### src/rtl/phase_extract_cordic_pkg.sv
// Shared constants and helpers for the vectoring-mode CORDIC phase extractor.
// Angles and the gain constant are held at Q30 and rounded to the working FRAC.
package phase_extract_cordic_pkg;

    typedef enum logic [2:0] {S_IDLE, S_FOLD, S_ITER, S_SCALE, S_DONE} state_t;

    localparam int     Q            = 30;
    localparam longint HALF_PI_Q30  = 64'sd1686629713;
    localparam longint PI_Q30       = 64'sd3373259426;
    localparam longint CORDIC_K_Q30 = 64'sd652032875;

    function automatic longint q30_to_fx(input longint v, input int frac);
        return (v + (64'sd1 <<< (Q - 1 - frac))) >>> (Q - frac);
    endfunction

    // atan(2^-k) at Q30; beyond k=9 the small-angle value 2^-k is exact to Q30
    function automatic longint atan_q30(input int k);
        case (k)
            0:       return 64'sd843314857;
            1:       return 64'sd497837829;
            2:       return 64'sd263043837;
            3:       return 64'sd133525159;
            4:       return 64'sd67021687;
            5:       return 64'sd33543516;
            6:       return 64'sd16775851;
            7:       return 64'sd8388437;
            8:       return 64'sd4194283;
            9:       return 64'sd2097149;
            default: return (k > Q) ? 64'sd0 : (64'sd1 <<< (Q - k));
        endcase
    endfunction

endpackage

### src/rtl/cordic_atan_rom.sv
// Combinational arctangent table: k -> atan(2^-k) in FRAC format, k < ITER.
module cordic_atan_rom import phase_extract_cordic_pkg::*; #(
    parameter int FRAC = 12,
    parameter int ITER = 16,
    parameter int ZW   = 17,
    parameter int KW   = 4
) (
    input  logic [KW-1:0]        k,
    output logic signed [ZW-1:0] atan
);

    always_comb begin
        atan = '0;
        for (int i = 0; i < ITER; i++)
            if (k == KW'(i)) atan = ZW'(q30_to_fx(atan_q30(i), FRAC));
    end

endmodule

### src/rtl/phase_extract_cordic.sv
// Rectangular-to-polar converter: iterative vectoring CORDIC, one micro-rotation
// per clock, valid/ready on both sides.
module phase_extract_cordic import phase_extract_cordic_pkg::*; #(
    parameter int WIDTH = 16,
    parameter int FRAC  = 12,
    parameter int ITER  = 16
) (
    input  logic                    clk,
    input  logic                    rst_n,
    input  logic                    in_valid,
    output logic                    in_ready,
    input  logic signed [WIDTH-1:0] in_r,
    input  logic signed [WIDTH-1:0] in_i,
    output logic                    out_valid,
    input  logic                    out_ready,
    output logic signed [WIDTH-1:0] mag,
    output logic signed [WIDTH-1:0] phase,
    output logic                    zero_in
);

    localparam int XW = WIDTH + 2;
    localparam int ZW = WIDTH + 1;
    localparam int PW = 2 * XW;
    localparam int KW = (ITER > 1) ? $clog2(ITER) : 1;

    localparam logic signed [ZW-1:0] HALF_PI  = ZW'(q30_to_fx(HALF_PI_Q30, FRAC));
    localparam logic signed [ZW-1:0] PI       = ZW'(q30_to_fx(PI_Q30, FRAC));
    localparam logic signed [XW-1:0] CORDIC_K = XW'(q30_to_fx(CORDIC_K_Q30, FRAC));
    localparam logic signed [PW-1:0] MAG_MAX  = PW'({1'b0, {(WIDTH-1){1'b1}}});

    state_t                state, state_nx;
    logic [KW-1:0]         k;
    logic signed [XW-1:0]  x, y, x_sh, y_sh;
    logic signed [ZW-1:0]  z, atan, z_fix;
    logic signed [PW-1:0]  prod, scaled;
    logic signed [WIDTH-1:0] mag_sat;

    cordic_atan_rom #(.FRAC(FRAC), .ITER(ITER), .ZW(ZW), .KW(KW)) u_rom (
        .k    (k),
        .atan (atan)
    );

    always_ff @(posedge clk) begin
        if (!rst_n) state <= S_IDLE;
        else        state <= state_nx;
    end

    always_comb begin
        state_nx = state;
        case (state)
            S_IDLE:  if (in_valid) state_nx = S_FOLD;
            S_FOLD:  state_nx = S_ITER;
            S_ITER:  if (k == KW'(ITER - 1)) state_nx = S_SCALE;
            S_SCALE: state_nx = S_DONE;
            S_DONE:  if (out_ready) state_nx = S_IDLE;
            default: state_nx = S_IDLE;
        endcase
    end

    assign in_ready  = (state == S_IDLE);
    assign out_valid = (state == S_DONE);

    assign x_sh = x >>> k;
    assign y_sh = y >>> k;

    // Undo the CORDIC gain, then clamp only at the output word
    always_comb begin
        prod   = PW'(x) * PW'(CORDIC_K);
        scaled = prod >>> FRAC;
        if (scaled < 0)             mag_sat = '0;
        else if (scaled > MAG_MAX)  mag_sat = WIDTH'(MAG_MAX);
        else                        mag_sat = WIDTH'(scaled);
        z_fix = (z == -PI) ? PI : z;
    end

    always_ff @(posedge clk) begin
        if (!rst_n) begin
            x       <= '0;
            y       <= '0;
            z       <= '0;
            k       <= '0;
            mag     <= '0;
            phase   <= '0;
            zero_in <= 1'b0;
        end else begin
            case (state)
                S_IDLE: if (in_valid) begin
                    x <= XW'(in_r);
                    y <= XW'(in_i);
                    k <= '0;
                end
                S_FOLD: begin
                    zero_in <= (x == '0) && (y == '0);
                    // Left half-plane is rotated by 90 degrees so the iterations converge
                    if (x < 0 && y >= 0) begin
                        x <= y;
                        y <= -x;
                        z <= HALF_PI;
                    end else if (x < 0) begin
                        x <= -y;
                        y <= x;
                        z <= -HALF_PI;
                    end else begin
                        z <= '0;
                    end
                end
                S_ITER: begin
                    if (!y[XW-1]) begin
                        x <= x + y_sh;
                        y <= y - x_sh;
                        z <= z + atan;
                    end else begin
                        x <= x - y_sh;
                        y <= y + x_sh;
                        z <= z - atan;
                    end
                    k <= k + KW'(1);
                end
                S_SCALE: begin
                    if (zero_in) begin
                        mag   <= '0;
                        phase <= '0;
                    end else begin
                        mag   <= mag_sat;
                        phase <= WIDTH'(z_fix);
                    end
                end
                default: ;
            endcase
        end
    end

endmodule

### config.mk
export PLATFORM = sky130hd
export DESIGN_NAME = phase_extract_cordic
export DESIGN_NICKNAME = d
export VERILOG_FILES = /design/src/rtl/phase_extract_cordic_pkg.sv /design/src/rtl/cordic_atan_rom.sv /design/src/rtl/phase_extract_cordic.sv
export SDC_FILE = /design/constraint.sdc
export NUM_CORES = 1
export LEC_CHECK = 0
export ABC_AREA = 1
export BUFFER_PORTS_ARGS = -buffer_cell sky130_fd_sc_hd__buf_4
export CAP_MARGIN = 20
export CELL_PAD_IN_SITES_DETAIL_PLACEMENT = 1
export CELL_PAD_IN_SITES_GLOBAL_PLACEMENT = 1
export CORE_UTILIZATION = 50
export DETAILED_ROUTE_END_ITERATION = 6
export GPL_ROUTABILITY_DRIVEN = 0
export PLACE_DENSITY_LB_ADDON = 0.05
export SLEW_MARGIN = 40
export SYNTH_ARGS = -nofsm -noshare
export SYNTH_HDL_FRONTEND = slang
export SYNTH_HIERARCHICAL = 1
export SYNTH_SLANG_ARGS = --single-unit
### constraint.sdc
create_clock -name clk -period 7.6 [get_ports clk]
set_input_delay 0.76 -clock clk [delete_from_list [all_inputs] [get_ports clk]]
set_output_delay 0.76 -clock clk [all_outputs]
set_load 0.005 [all_outputs]
==> impl_metrics.csv <==
group,metric,value,unit
hold_path,min_path_type,"flop to flop",
global_routing,grt_start_max_net_pins,58,
synthesis,ys_warn_count,6,
cts,post_cts_buffers,0,
cts,cts.path.max_buffers,2,
synthesis,avgSynthCellArea,6.425,um2
global_routing,top_usage_layer,"met2",
floorplanning,core,29720,um2
cts,cts_root_buffer,"clkbuf_16",
placement,place.detailed.hpwl,45.67,mm
global_routing,overflow,0,
floorplanning,die_area,30980,um2
pwr,p_per_area,502.1,nW/um2
timing,period_minus_slack,6126,ps
cts,clk_latency,390,ps
timing,final.setup.tns,0,ps
worst_setup_path,critPathKind,"flop to flop",
timing,worst_pin_slew,776.5,ps
worst_setup_path,worstSetupStartpointType,"flop",
synthesis,synth_cells,2356,
cts,clkSinkCount,93,
cts,cts-resized-gates,0,
worst_setup_path,path_delay_family,"adder cells",
timing,hold_viol_final,0,
layout,drive_gt1_share,7.566,%
worst_setup_path,cp_max_fo,15,
status,status,"complete, no violations",
layout,syn_to_final_growth,6.711,%
synthesis,synth-edff-count,0,
layout,antenna_cells,0,
layout,fill_cells,4135,
synthesis,async_flop_share,0,%
synthesis,ys_ff_latch,93,
timing,fmax,0.1632,GHz
pwr,vdd_drop_max,0.4091,mV
detailed_routing,dr.pass1.iters,6,
worst_setup_path,crit_chain,"inv_1, ha_1, fa_1, fa_1, fa_1, inv_1, fa_1, inv_1, ha_1, a21oi_1, o21ai_0, inv_1, nand2_1, a22oi_1, nand3_1, a21oi_2, nand2_1, a21oi_1",
cts,cts_made_buffers,9,
timing,rsz0062_at_grt,"false",
cts,ctsHtreeMaxLevel,3,
cts,postCtsHoldBufs,0,
floorplanning,placementRows,63,
timing,clock_skew,17.47,ps
detailed_routing,drt_wl_total,57.18,mm
cts,cts.clk_slew.worst_paths,80,ps
timing,slew_violations,0,
pwr,leakagePower,8.234,nW
synthesis,syn_area,15140,um2
synthesis,synth_flop_cell,"dfxtp_1",
detailed_routing,wl_per_cell,20.65,um
worst_setup_path,worstPathBufferInverterCount,4,
cts,cts_tree,"built",
detailed_routing,vias,16284,
detailed_routing,drt_iter0_markers,965,
global_routing,grt_pass1_vias,17099,
placement,portBuffers,70,
detailed_routing,drc,0,
worst_setup_path,slowest_delay,750,ps
synthesis,yosys.cell_types.count,58,
timing,fin_crit_sh,80.60,%
global_routing,antenna_found_initial,0,
worst_setup_path,end_kind,"flop",
floorplanning,die_y,176,um
worst_setup_path,cp_slowest_cell,"dfxtp_1",
synthesis,ys_seq_area_share,12.30,%
layout,finalNetCount,2667,
global_routing,grt_util_met2,64.81,%
global_routing,grt_pass1_wl,90.09,mm
global_routing,grt.total_usage,37.19,%
global_routing,globalRouteMet3Util,5.577,%
worst_setup_path,cp.required,7900,ps
detailed_routing,final_antenna_net_count,0,
floorplanning,die_x,176,um
timing,whs,447.9,ps
detailed_routing,via_per_inst,5.881,
timing,setup_violations,0,
timing,slew_headroom,47.69,%
flow_run,maxCapViolations,0,
worst_setup_path,arrival,6420,ps
worst_setup_path,rrSetupSlack,1470,ps
global_routing,met1_usage,45.23,%
floorplanning,initial_core_util,50.94,%
floorplanning,ios,71,
==> final cells by class <==
class	count	area [um2]	area share, %
Timing Repair Buffer	84	630.6	3.904
Clock buffer	9	225.2	1.394
Tap cell	390	488.0	3.021
Inverter	355	1335	8.264
Clock inverter	6	71.32	0.4415
Multi-Input combinational cell	1832	11540	71.44
Sequential cell	93	1863	11.53
==> logic make-up (layout without fill, tap and decap cells) <==
kind of cell	count (synthesis)	in the layout	synth area share [%]
AO/OA/AOI/OAI	434	434	16.11
flip-flops	93	93	12.30
other	1	5	0.02477
adder cells (fa/ha/maj)	256	256	25.62
buffers and inverters	435	454	11.56
XOR/XNOR	81	81	4.686
AND/OR/NAND/NOR	1056	1056	29.70
==> through the flow <==
step	utilization [%]	total power (W)	worst slack [ps]	instances	area, um2
finish	54.36	0.008111	1474	2769	16150
detailed placement	53.36	0.007437	1565	2754	15860
global placement	53.36	0.007096	1704	2754	15860
global route	54.36	0.008873	1121	2769	16150
floorplan	-	0.005543	2680	2360	15150
CTS	54.36	0.007988	1546	2769	16150
==> state kept, by name (all words and copies together) (netlist names) <==
register,count
y,18
zero_in,1
state,3
phase,16
x,18
k,4
z,17
mag,16
==> power by group <==
part,internal (W),total (W),switching (W)
logic,0.00241,0.00692,0.00451
registers,0.000542,0.000694,0.000151
clock network,0.000258,0.000501,0.000243
total,0.00321,0.00811,0.00491
==> cells in the mapped netlist, types with 26 or more instances <==
master / instances / area, um2
nor3_1: 28 / 140.1
ha_1: 166 / 2077
nor2_1: 141 / 529.3
dfxtp_1: 93 / 1862
fa_1: 90 / 1802
a21oi_1: 187 / 935.9
xor2_1: 47 / 411.6
inv_1: 337 / 1265
o21ai_0: 141 / 705.7
buf_2: 26 / 130.1
nand2_1: 601 / 2256
clkbuf_1: 34 / 127.6
xnor2_1: 34 / 297.8
nand3_1: 212 / 1061
==> path summary, 6_finish.rpt <==
| check | startpoint | end | cells past startpoint |
|---|---|---|---|
| worst max register to register | x[16]$_SDFFE_PN0P_ | mag[10]$_SDFFE_PN0P_ | 18 |
| worst min register to register | mag[15]$_SDFFE_PN0P_ | mag[15]$_SDFFE_PN0P_ | 2 |
| worst max-delay path | x[16]$_SDFFE_PN0P_ | mag[10]$_SDFFE_PN0P_ | 18 |
| worst min-delay path | mag[15]$_SDFFE_PN0P_ | mag[15]$_SDFFE_PN0P_ | 2 |
==> per-layer routing <==
layer / vias up / part of all wire, %
met5: - / 0
met4: 0 / 4.6
met3: 144 / 5.8
met2: 514 / 48
met1: 7938 / 42
li1: 7688 / -
==> layout by cell type (no fill, tap or decap), types with 4 or more instances in the layout <==
cell type / synthesis / routed
a211oi_1: 4 / 4
a21o_1: 9 / 9
a21oi_1: 187 / 187
a221oi_1: 5 / 5
a31oi_1: 24 / 24
a41oi_1: 9 / 9
buf_4: 9 / 84
clkbuf_16: 0 / 9
conb_1: 1 / 5
dfxtp_1: 93 / 92
fa_1: 90 / 90
ha_1: 166 / 166
inv_1: 337 / 336
inv_2: 15 / 16
nand2_1: 601 / 601
nand2_2: 15 / 15
nand3_1: 212 / 212
nand3_2: 6 / 6
nand4_1: 11 / 11
nor2_1: 141 / 141
nor2_2: 10 / 10
nor3_1: 28 / 28
o211ai_1: 12 / 12
o21ai_0: 141 / 141
o21ai_1: 5 / 5
o21ai_2: 4 / 4
o21bai_1: 4 / 4
o31ai_1: 6 / 6
or2_2: 18 / 18
xnor2_1: 34 / 34
xor2_1: 47 / 47
==> tightest hold or removal path: stages, from the launching register on <==
cell and delay, ps:
dfxtp_1 320, nand2_1 50, nor2_1 40
Power figures use the tool's default switching activity.
